## src/rtl/ram8_port_arbiter.sv

```systemverilog
// Two-requester arbiter in front of a single-port synchronous RAM: round-robin
// grants with an optional bounded lock, zero-latency read return per requester.
module ram8_port_arbiter #(
    parameter int ADDR_W   = 11,
    parameter int DATA_W   = 8,
    parameter int LOCK_MAX = 16
) (
    input  logic              clk,
    input  logic              rst_n,
    input  logic              req0,
    input  logic              we0,
    input  logic              lock0,
    input  logic [ADDR_W-1:0] addr0,
    input  logic [DATA_W-1:0] wdata0,
    output logic              gnt0,
    output logic              rvalid0,
    output logic [DATA_W-1:0] rdata0,
    input  logic              req1,
    input  logic              we1,
    input  logic              lock1,
    input  logic [ADDR_W-1:0] addr1,
    input  logic [DATA_W-1:0] wdata1,
    output logic              gnt1,
    output logic              rvalid1,
    output logic [DATA_W-1:0] rdata1,
    output logic [ADDR_W-1:0] ram_addr,
    output logic [DATA_W-1:0] ram_din,
    output logic              ram_we,
    input  logic [DATA_W-1:0] ram_q
);
    localparam int CNT_W = $clog2(LOCK_MAX + 1);
    localparam logic [CNT_W-1:0] LOCK_CAP = CNT_W'(LOCK_MAX);

    logic [1:0]        req_v, we_v, lock_v, gnt_v;
    logic [ADDR_W-1:0] addr_v [2];
    logic [DATA_W-1:0] wdata_v [2];
    logic              rvalid_reg [2];
    logic [DATA_W-1:0] rdata_reg [2];
    logic [DATA_W-1:0] rdata_v [2];

    logic              win, any_gnt;
    logic              ptr_reg, ptr_next;
    logic              lock_active_reg, lock_active_next;
    logic              lock_id_reg, lock_id_next;
    logic [CNT_W-1:0]  lock_cnt_reg, lock_cnt_next;
    logic [ADDR_W-1:0] addr_hold_reg;
    logic [DATA_W-1:0] din_hold_reg;

    assign req_v      = {req1, req0};
    assign we_v       = {we1, we0};
    assign lock_v     = {lock1, lock0};
    assign addr_v[0]  = addr0;
    assign addr_v[1]  = addr1;
    assign wdata_v[0] = wdata0;
    assign wdata_v[1] = wdata1;

    assign gnt0    = gnt_v[0];
    assign gnt1    = gnt_v[1];
    assign rvalid0 = rvalid_reg[0];
    assign rvalid1 = rvalid_reg[1];
    assign rdata0  = rdata_v[0];
    assign rdata1  = rdata_v[1];

    // Contention: a lock holder keeps priority until it has used up LOCK_MAX
    // contended grants, otherwise the requester not granted last wins.
    always_comb begin
        win   = req_v[1];
        gnt_v = 2'b00;
        if (req_v == 2'b11) begin
            if (lock_active_reg)
                win = (lock_cnt_reg < LOCK_CAP) ? lock_id_reg : ~lock_id_reg;
            else
                win = ~ptr_reg;
        end
        if (rst_n && (req_v != 2'b00))
            gnt_v = win ? 2'b10 : 2'b01;
    end

    assign any_gnt  = |gnt_v;
    assign ram_we   = any_gnt & we_v[win];
    assign ram_addr = any_gnt ? addr_v[win] : addr_hold_reg;
    assign ram_din  = any_gnt ? wdata_v[win] : din_hold_reg;

    always_comb begin
        ptr_next         = any_gnt ? win : ptr_reg;
        lock_active_next = any_gnt & lock_v[win];
        lock_id_next     = any_gnt ? win : lock_id_reg;
        lock_cnt_next    = '0;
        // Only locked grants made while the other side waits use up the budget.
        if (any_gnt && lock_v[win] && req_v[~win]) begin
            if (lock_active_reg && (lock_id_reg == win))
                lock_cnt_next = (lock_cnt_reg == LOCK_CAP) ? LOCK_CAP
                                                           : lock_cnt_reg + CNT_W'(1);
            else
                lock_cnt_next = CNT_W'(1);
        end
    end

    always_ff @(posedge clk or negedge rst_n) begin
        if (!rst_n) begin
            ptr_reg         <= 1'b1;
            lock_active_reg <= 1'b0;
            lock_id_reg     <= 1'b0;
            lock_cnt_reg    <= '0;
            addr_hold_reg   <= '0;
            din_hold_reg    <= '0;
        end else begin
            ptr_reg         <= ptr_next;
            lock_active_reg <= lock_active_next;
            lock_id_reg     <= lock_id_next;
            lock_cnt_reg    <= lock_cnt_next;
            addr_hold_reg   <= ram_addr;
            din_hold_reg    <= ram_din;
        end
    end

    // Read return: ram_q is passed straight through in the valid cycle and
    // captured at its end so the value stays put until the next read.
    for (genvar gi = 0; gi < 2; gi++) begin : g_rd
        always_ff @(posedge clk or negedge rst_n) begin
            if (!rst_n) begin
                rvalid_reg[gi] <= 1'b0;
                rdata_reg[gi]  <= '0;
            end else begin
                rvalid_reg[gi] <= gnt_v[gi] & ~we_v[gi];
                if (rvalid_reg[gi])
                    rdata_reg[gi] <= ram_q;
            end
        end
        assign rdata_v[gi] = rvalid_reg[gi] ? ram_q : rdata_reg[gi];
    end
endmodule

```

## config.mk

```make
export PLATFORM = sky130hd
export DESIGN_NAME = ram8_port_arbiter
export DESIGN_NICKNAME = d
export VERILOG_FILES = /design/src/rtl/ram8_port_arbiter.sv
export SDC_FILE = /design/constraint.sdc
export NUM_CORES = 1
export LEC_CHECK = 0
export ABC_AREA = 1
export CAP_MARGIN = 10
export CORE_MARGIN = 1
export CORE_UTILIZATION = 43
export CTS_BUF_LIST = sky130_fd_sc_hd__clkbuf_8
export DETAILED_ROUTE_END_ITERATION = 8
export PLACE_DENSITY_LB_ADDON = 0.25
export SLEW_MARGIN = 0
export SYNTH_ARGS = -nofsm -noshare
export SYNTH_HDL_FRONTEND = slang
export SYNTH_SLANG_ARGS = --single-unit
```

## constraint.sdc

```tcl
create_clock -name clk -period 2 [get_ports clk]
set_clock_uncertainty 0.15 [all_clocks]
set_input_delay 0.4 -clock clk [delete_from_list [all_inputs] [get_ports clk]]
set_output_delay 0.4 -clock clk [all_outputs]
set_load 0.01 [all_outputs]
```

# Word-level counts from Yosys, hierarchy flattened
# Cells that the tools add are included.
# word_totals
elab_cells,58
reg_bits,45
out_inout_bits,40
# classes
n_eq_ne,3
n_addsub,1
reduce_logical,6
n_mux,24
bitwise,10
order_cmp,4
# op_table
operator,count
8-bit 2-to-1 mux,6
11-bit 2-to-1 mux,4
5-bit 2-to-1 mux,3
1-bit 2-to-1 mux,9
"5-bit by 1-bit adder with 5-bit output, second input constant",1
"5-bit == test, second input constant",1
"5-bit < comparator, second input constant",1
1-bit NOT,5
1-bit bitwise AND,4
1-bit logical AND,4
"1-bit by 2-bit < comparator with 1-bit output, second input constant",2
2-bit 2-to-1 mux,2
"2-bit == test, second input constant",1
"2-bit greater-or-equal comparator, second input constant",1
1-bit NOT with 2-bit output,1
2-bit nonzero test,1
2-bit OR reduction,1
1-bit == test,1

# Depth between registers and ports, before layout
# logic_depth
ltp_word,10
mapped_depth,10

# Least setup slack after synthesis
# Ideal clock, no wire load.
# synth_timing
path_kind,register to output
start,reg ptr_reg
end,out ram_we
arrival_time_ps,1201
setup_slack_ps,249
t_required_ps,1450
path_stages_with_launch,10
cell_sequence,dfstp_2 -> nor2_1 -> nor2_2 -> nand2_2 -> nand2_4 -> nand2_4 -> inv_4 -> buf_12 -> nand2_2 -> nand2_1
# synth_between
elab_chain_cells,7
elab_cells_between_ends,9
classes_between,mux (6); bitwise (2); reduce/logical (1)
# synth_lines
item,line,text
start: declaration,42,"logic ptr_reg, ptr_next;"
start signal: assignment,108,ptr_reg <= ptr_next;
1-bit NOT,73,win = ~ptr_reg;
1-bit 2-to-1 mux,70,if (lock_active_reg)
1-bit 2-to-1 mux,69,if (req_v == 2'b11) begin
2-bit 2-to-1 mux,76,gnt_v = win ? 2'b10 : 2'b01;
2-bit 2-to-1 mux,75,if (rst_n && (req_v != 2'b00))
net gnt0,15,"output logic gnt0,"
2-bit OR reduction,79,assign any_gnt = |gnt_v;
1-bit bitwise AND,80,assign ram_we = any_gnt & we_v[win];
end: declaration,28,"output logic ram_we,"
# The timed path passes the listed nets, and every way through them passes these cells. The select of a mux whose other input is x is not followed.

# Final worst setup path
# layout_timing
start,reg ptr_reg
end,out ram_addr[5]
# layout_between
elab_chain_cells,8
elab_cells_between_ends,11
classes_between,mux (8); bitwise (2); reduce/logical (1)
# layout_lines
item,line,text
1-bit NOT (*),73,
1-bit 2-to-1 mux (*),70,
1-bit 2-to-1 mux (*),69,
1-bit NOT with 2-bit output (not written as such),81,assign ram_addr = any_gnt ? addr_v[win] : addr_hold_reg;
11-bit 2-to-1 mux (not written as such) (3 in a row),81,
11-bit 2-to-1 mux (*),81,
end: declaration,26,"output logic [ADDR_W-1:0] ram_addr,"
# Mark *: on every way between the ends. The rest lies on a longest branch, timed or not. The select of a mux whose other input is x is not followed.

==> impl_metrics.json <==
{
  "outcome": "complete, but fails checks",
  "violations": "negative setup slack",
  "cts_buffers": 5,
  "postLayoutCellArea_mm2": 0.00367,
  "async_flop_share_pct": 100,
  "synth_top_family_by_area": "simple AND/OR/NAND/NOR gates",
  "htreeDepth": 2,
  "synth-main-ff-cell": "dfrtp_1",
  "ir_drop_mv": 0.489,
  "synthMuxAreaShare_pct": 8.36,
  "worstSetupStartpoint": "ptr_reg",
  "gp_congestion": 0.815,
  "synth_top_area_cell": "dfrtp_1",
  "multi_input_area_mm2": 0.00106,
  "path_class": "flip-flop to output port",
  "ant_nets": 0,
  "largest_register_ffs": 16,
  "antenna_found_initial": 0,
  "period_minus_slack_ns": 2.29,
  "via_count": 1911,
  "area_delta_synth_final_pct": 70.2,
  "synth_seq_area_share_pct": 52.3,
  "reg2regPathDepth": 10,
  "grt_pass1_vias": 1869,
  "cap_violations": 0,
  "initial_core_util_pct": 45.0,
  "synth_seq_cells": 45,
  "synth_cell_types": 25,
  "grt_max_degree": 47,
  "clockBufferDepth": 2,
  "cp_cell_sequence": "nor2_2 -> nor2_2 -> nand2_2 -> nand2_4 -> nand2_4 -> inv_6 -> buf_12 -> nand2_2 -> nand3_2 -> buf_6",
  "synth_area_mm2": 0.00215,
  "syn_inst": 203,
  "die_area_mm2": 0.00530,
  "drive_gt1_share_pct": 45.8,
  "cp.required_ns": 1.45,
  "clkSinkCount": 45,
  "dr.pass1.iters": 4,
  "rr_endpoint": "addr_hold_reg[5]",
  "hold_buffers": 0,
  "fp.dieW_um": 72.8,
  "wl_mm": 5.87,
  "core_mm2": 0.00479,
  "post-place-cells": 372,
  "fin_cells": 401,
  "route.detailed.drc": 0,
  "dpl_cell_area_mm2": 0.00326,
  "grt_usage_pct": 20.7,
  "grt_overflow": 0,
  "n_fill_cell": 317,
  "cp_max_fo": 8,
  "yosysMostFrequentCell": "nand2_1",
  "synth_compound_area_share_pct": 0.987,
  "synth_edf_count": 0,
  "yosys-top-cells-area": "dfrtp_1 (51%), nand3_2 (8.4%), mux2_2 (8.4%)",
  "n_antenna_cell": 0,
  "register_area_mm2": 0.00113,
  "synth_top_area_share_pct": 51.1,
  "slowest_stage": "dfstp_2",
  "avgRoutedWirePerCell_um": 14.6,
  "start_kind": "flip-flop",
  "rsz0062_at_grt": "yes",
  "synthTopCellsByCount": "nand2_1 (48), dfrtp_1 (44), nand2_2 (22), nand3_2 (18), mux2_2 (16)",
  "hold_ws_ns": 0.0550,
  "reg2reg_slack_ns": 0.22,
  "r2r_start": "ptr_reg",
  "worstMarginPinSlew_ns": 0.570,
  "max_freq_ghz": 0.437,
  "synth_fa_ha_area_share_pct": 1.16,
  "hold_viol_final": 0,
  "path_clk_slew_ns": 0.09,
  "grt_pass1_wl_mm": 8.22,
  "syn_avg_cell_area_um2": 10.6,
  "worst_path_largest_cell_delay_ns": 0.56,
  "row_count": 25,
  "tritoncts": "yes",
  "drtIter0Drc": 43,
  "p_leak_nw": 1.78,
  "synth-xor-area-share_pct": 1.22,
  "cts_root_buf": "clkbuf_8",
  "synth_nets": 259,
  "layout_setup_ws_ns": -0.286,
  "yosysWarnings": 0,
  "io_pins": 94,
  "report.final.slew_viol_count": 0,
  "worstPathArrival_ns": 1.74,
  "nets": 389,
  "crit_end": "ram_addr[5]",
  "die_height_um": 72.8,
  "p_per_area_mw_per_mm2": 721,
  "clkLatencyLatePin_ns": 0.30,
  "io_buffers": 93,
  "dp_hpwl_mm": 3.58,
  "via_per_inst": 4.77,
  "synth-simple-area-share_pct": 30.2,
  "finalSetupViolations": 22,
  "slew_headroom_pct": 62.0,
  "cp-end-kind": "output port",
  "min_period_over_period_pct": 114,
  "hold_path_class": "input pin to async pin"
}
==> layout make-up <==
| cell class | count | area share (%) |
|---|---|---|
| Clock buffer | 5 | 1.88 |
| Timing Repair Buffer | 131 | 34.3 |
| Clock inverter | 3 | 0.512 |
| Multi-Input combinational cell | 139 | 28.9 |
| Tap cell | 67 | 2.29 |
| Sequential cell | 45 | 30.8 |
| Inverter | 11 | 1.33 |
==> worst max-delay path, delay by kind of cell (launching register included) <==
kind | cells | cell delay, ns
flip-flops | 1 | 0.56
AND/OR/NAND/NOR | 7 | 0.53
buffers and inverters | 3 | 0.35
==> metal layers <==
metal  wire length, µm  vias up  GRT usage (%)  share of wire [%]
met3               406        8           7.60                6.9
met5                 0        -              0                  0
met1              2270      924           21.4                 39
met4                78        0           6.32                1.3
li1                  -      910              -                  -
met2              3120       69           38.6                 53
==> stage by stage <==
| stage | utilization (%) | worst slack (ns) | total power, mW | TNS, ns |
|---|---|---|---|---|
| 6_report | 76.6 | -0.286 | 2.64 | -5.44 |
| 3_5_place_dp | 68.2 | -0.783 | 2.00 | -18.42 |
| 5_1_grt | 76.6 | -0.378 | 2.78 | -7.46 |
| 4_1_cts | 73.3 | -0.320 | 2.57 | -5.60 |
| 2_1_floorplan | - | 0.249 | 1.49 | 0 |
| 3_3_place_gp | 68.2 | -0.755 | 1.98 | -17.92 |
==> cell usage in the layout, fill, tap and decap left out, types with 2 or more instances in the layout <==
cell type        count
nand2_4             15
clkinvlp_4           2
buf_2                3
clkbuf_8             5
dfrtp_1             43
dlygate4sd2_1        2
inv_2                3
nand2_2             13
nand3_1              6
clkbuf_2            11
inv_1                7
ha_1                 2
clkdlybuf4s50_1     52
nor2_1              10
xnor2_1              2
clkdlybuf4s15_1      5
buf_12               5
nor2_2               2
nand3_4             10
mux2_2              16
nand4_1              5
buf_4               30
nand3_2              9
buf_6               22
nand2_1             44
==> timing repair <==
item | 4_1_cts | 5_1_grt
endpoints found under the setup margin | 38 | 37
cloned | 1 | 1
resized for setup | 149 | 43
pin swaps | 4 | 4
buffers inserted | 9 | 11
endpoints found under the hold margin | 0 | 0
==> logic make-up after synthesis <==
group,after synthesis
AOI/OAI and AO/OA,2
xor gates and xnor gates,3
adders and majority gates,2
buffers and inverters,19
DFF,45
muxes,16
and+or+nand+nor,116
==> where the power goes <==
part	total [mW]	switching (mW)	internal [mW]	leakage, nW
Clock	0.556	0.315	0.241	0.0416
Combinational	0.980	0.442	0.539	1.19
Sequential	1.11	0.0481	1.06	0.552
==> how the worst min path moves through the flow <==
stage	start	endpoint	slack, ns	cells past startpoint
6_report	rst_n	addr_hold_reg[9]	0.05	2
4_1_cts	rst_n	din_hold_reg[0]	0.07	2
5_1_grt	rst_n	addr_hold_reg[10]	0.09	2
3_5_place_dp	ptr_reg	ptr_reg	0.32	2
2_1_floorplan	rst_n	addr_hold_reg[0]	-0.05	0
3_3_place_gp	ptr_reg	ptr_reg	0.32	2
No activity file was read; power rests on OpenSTA's default activity.
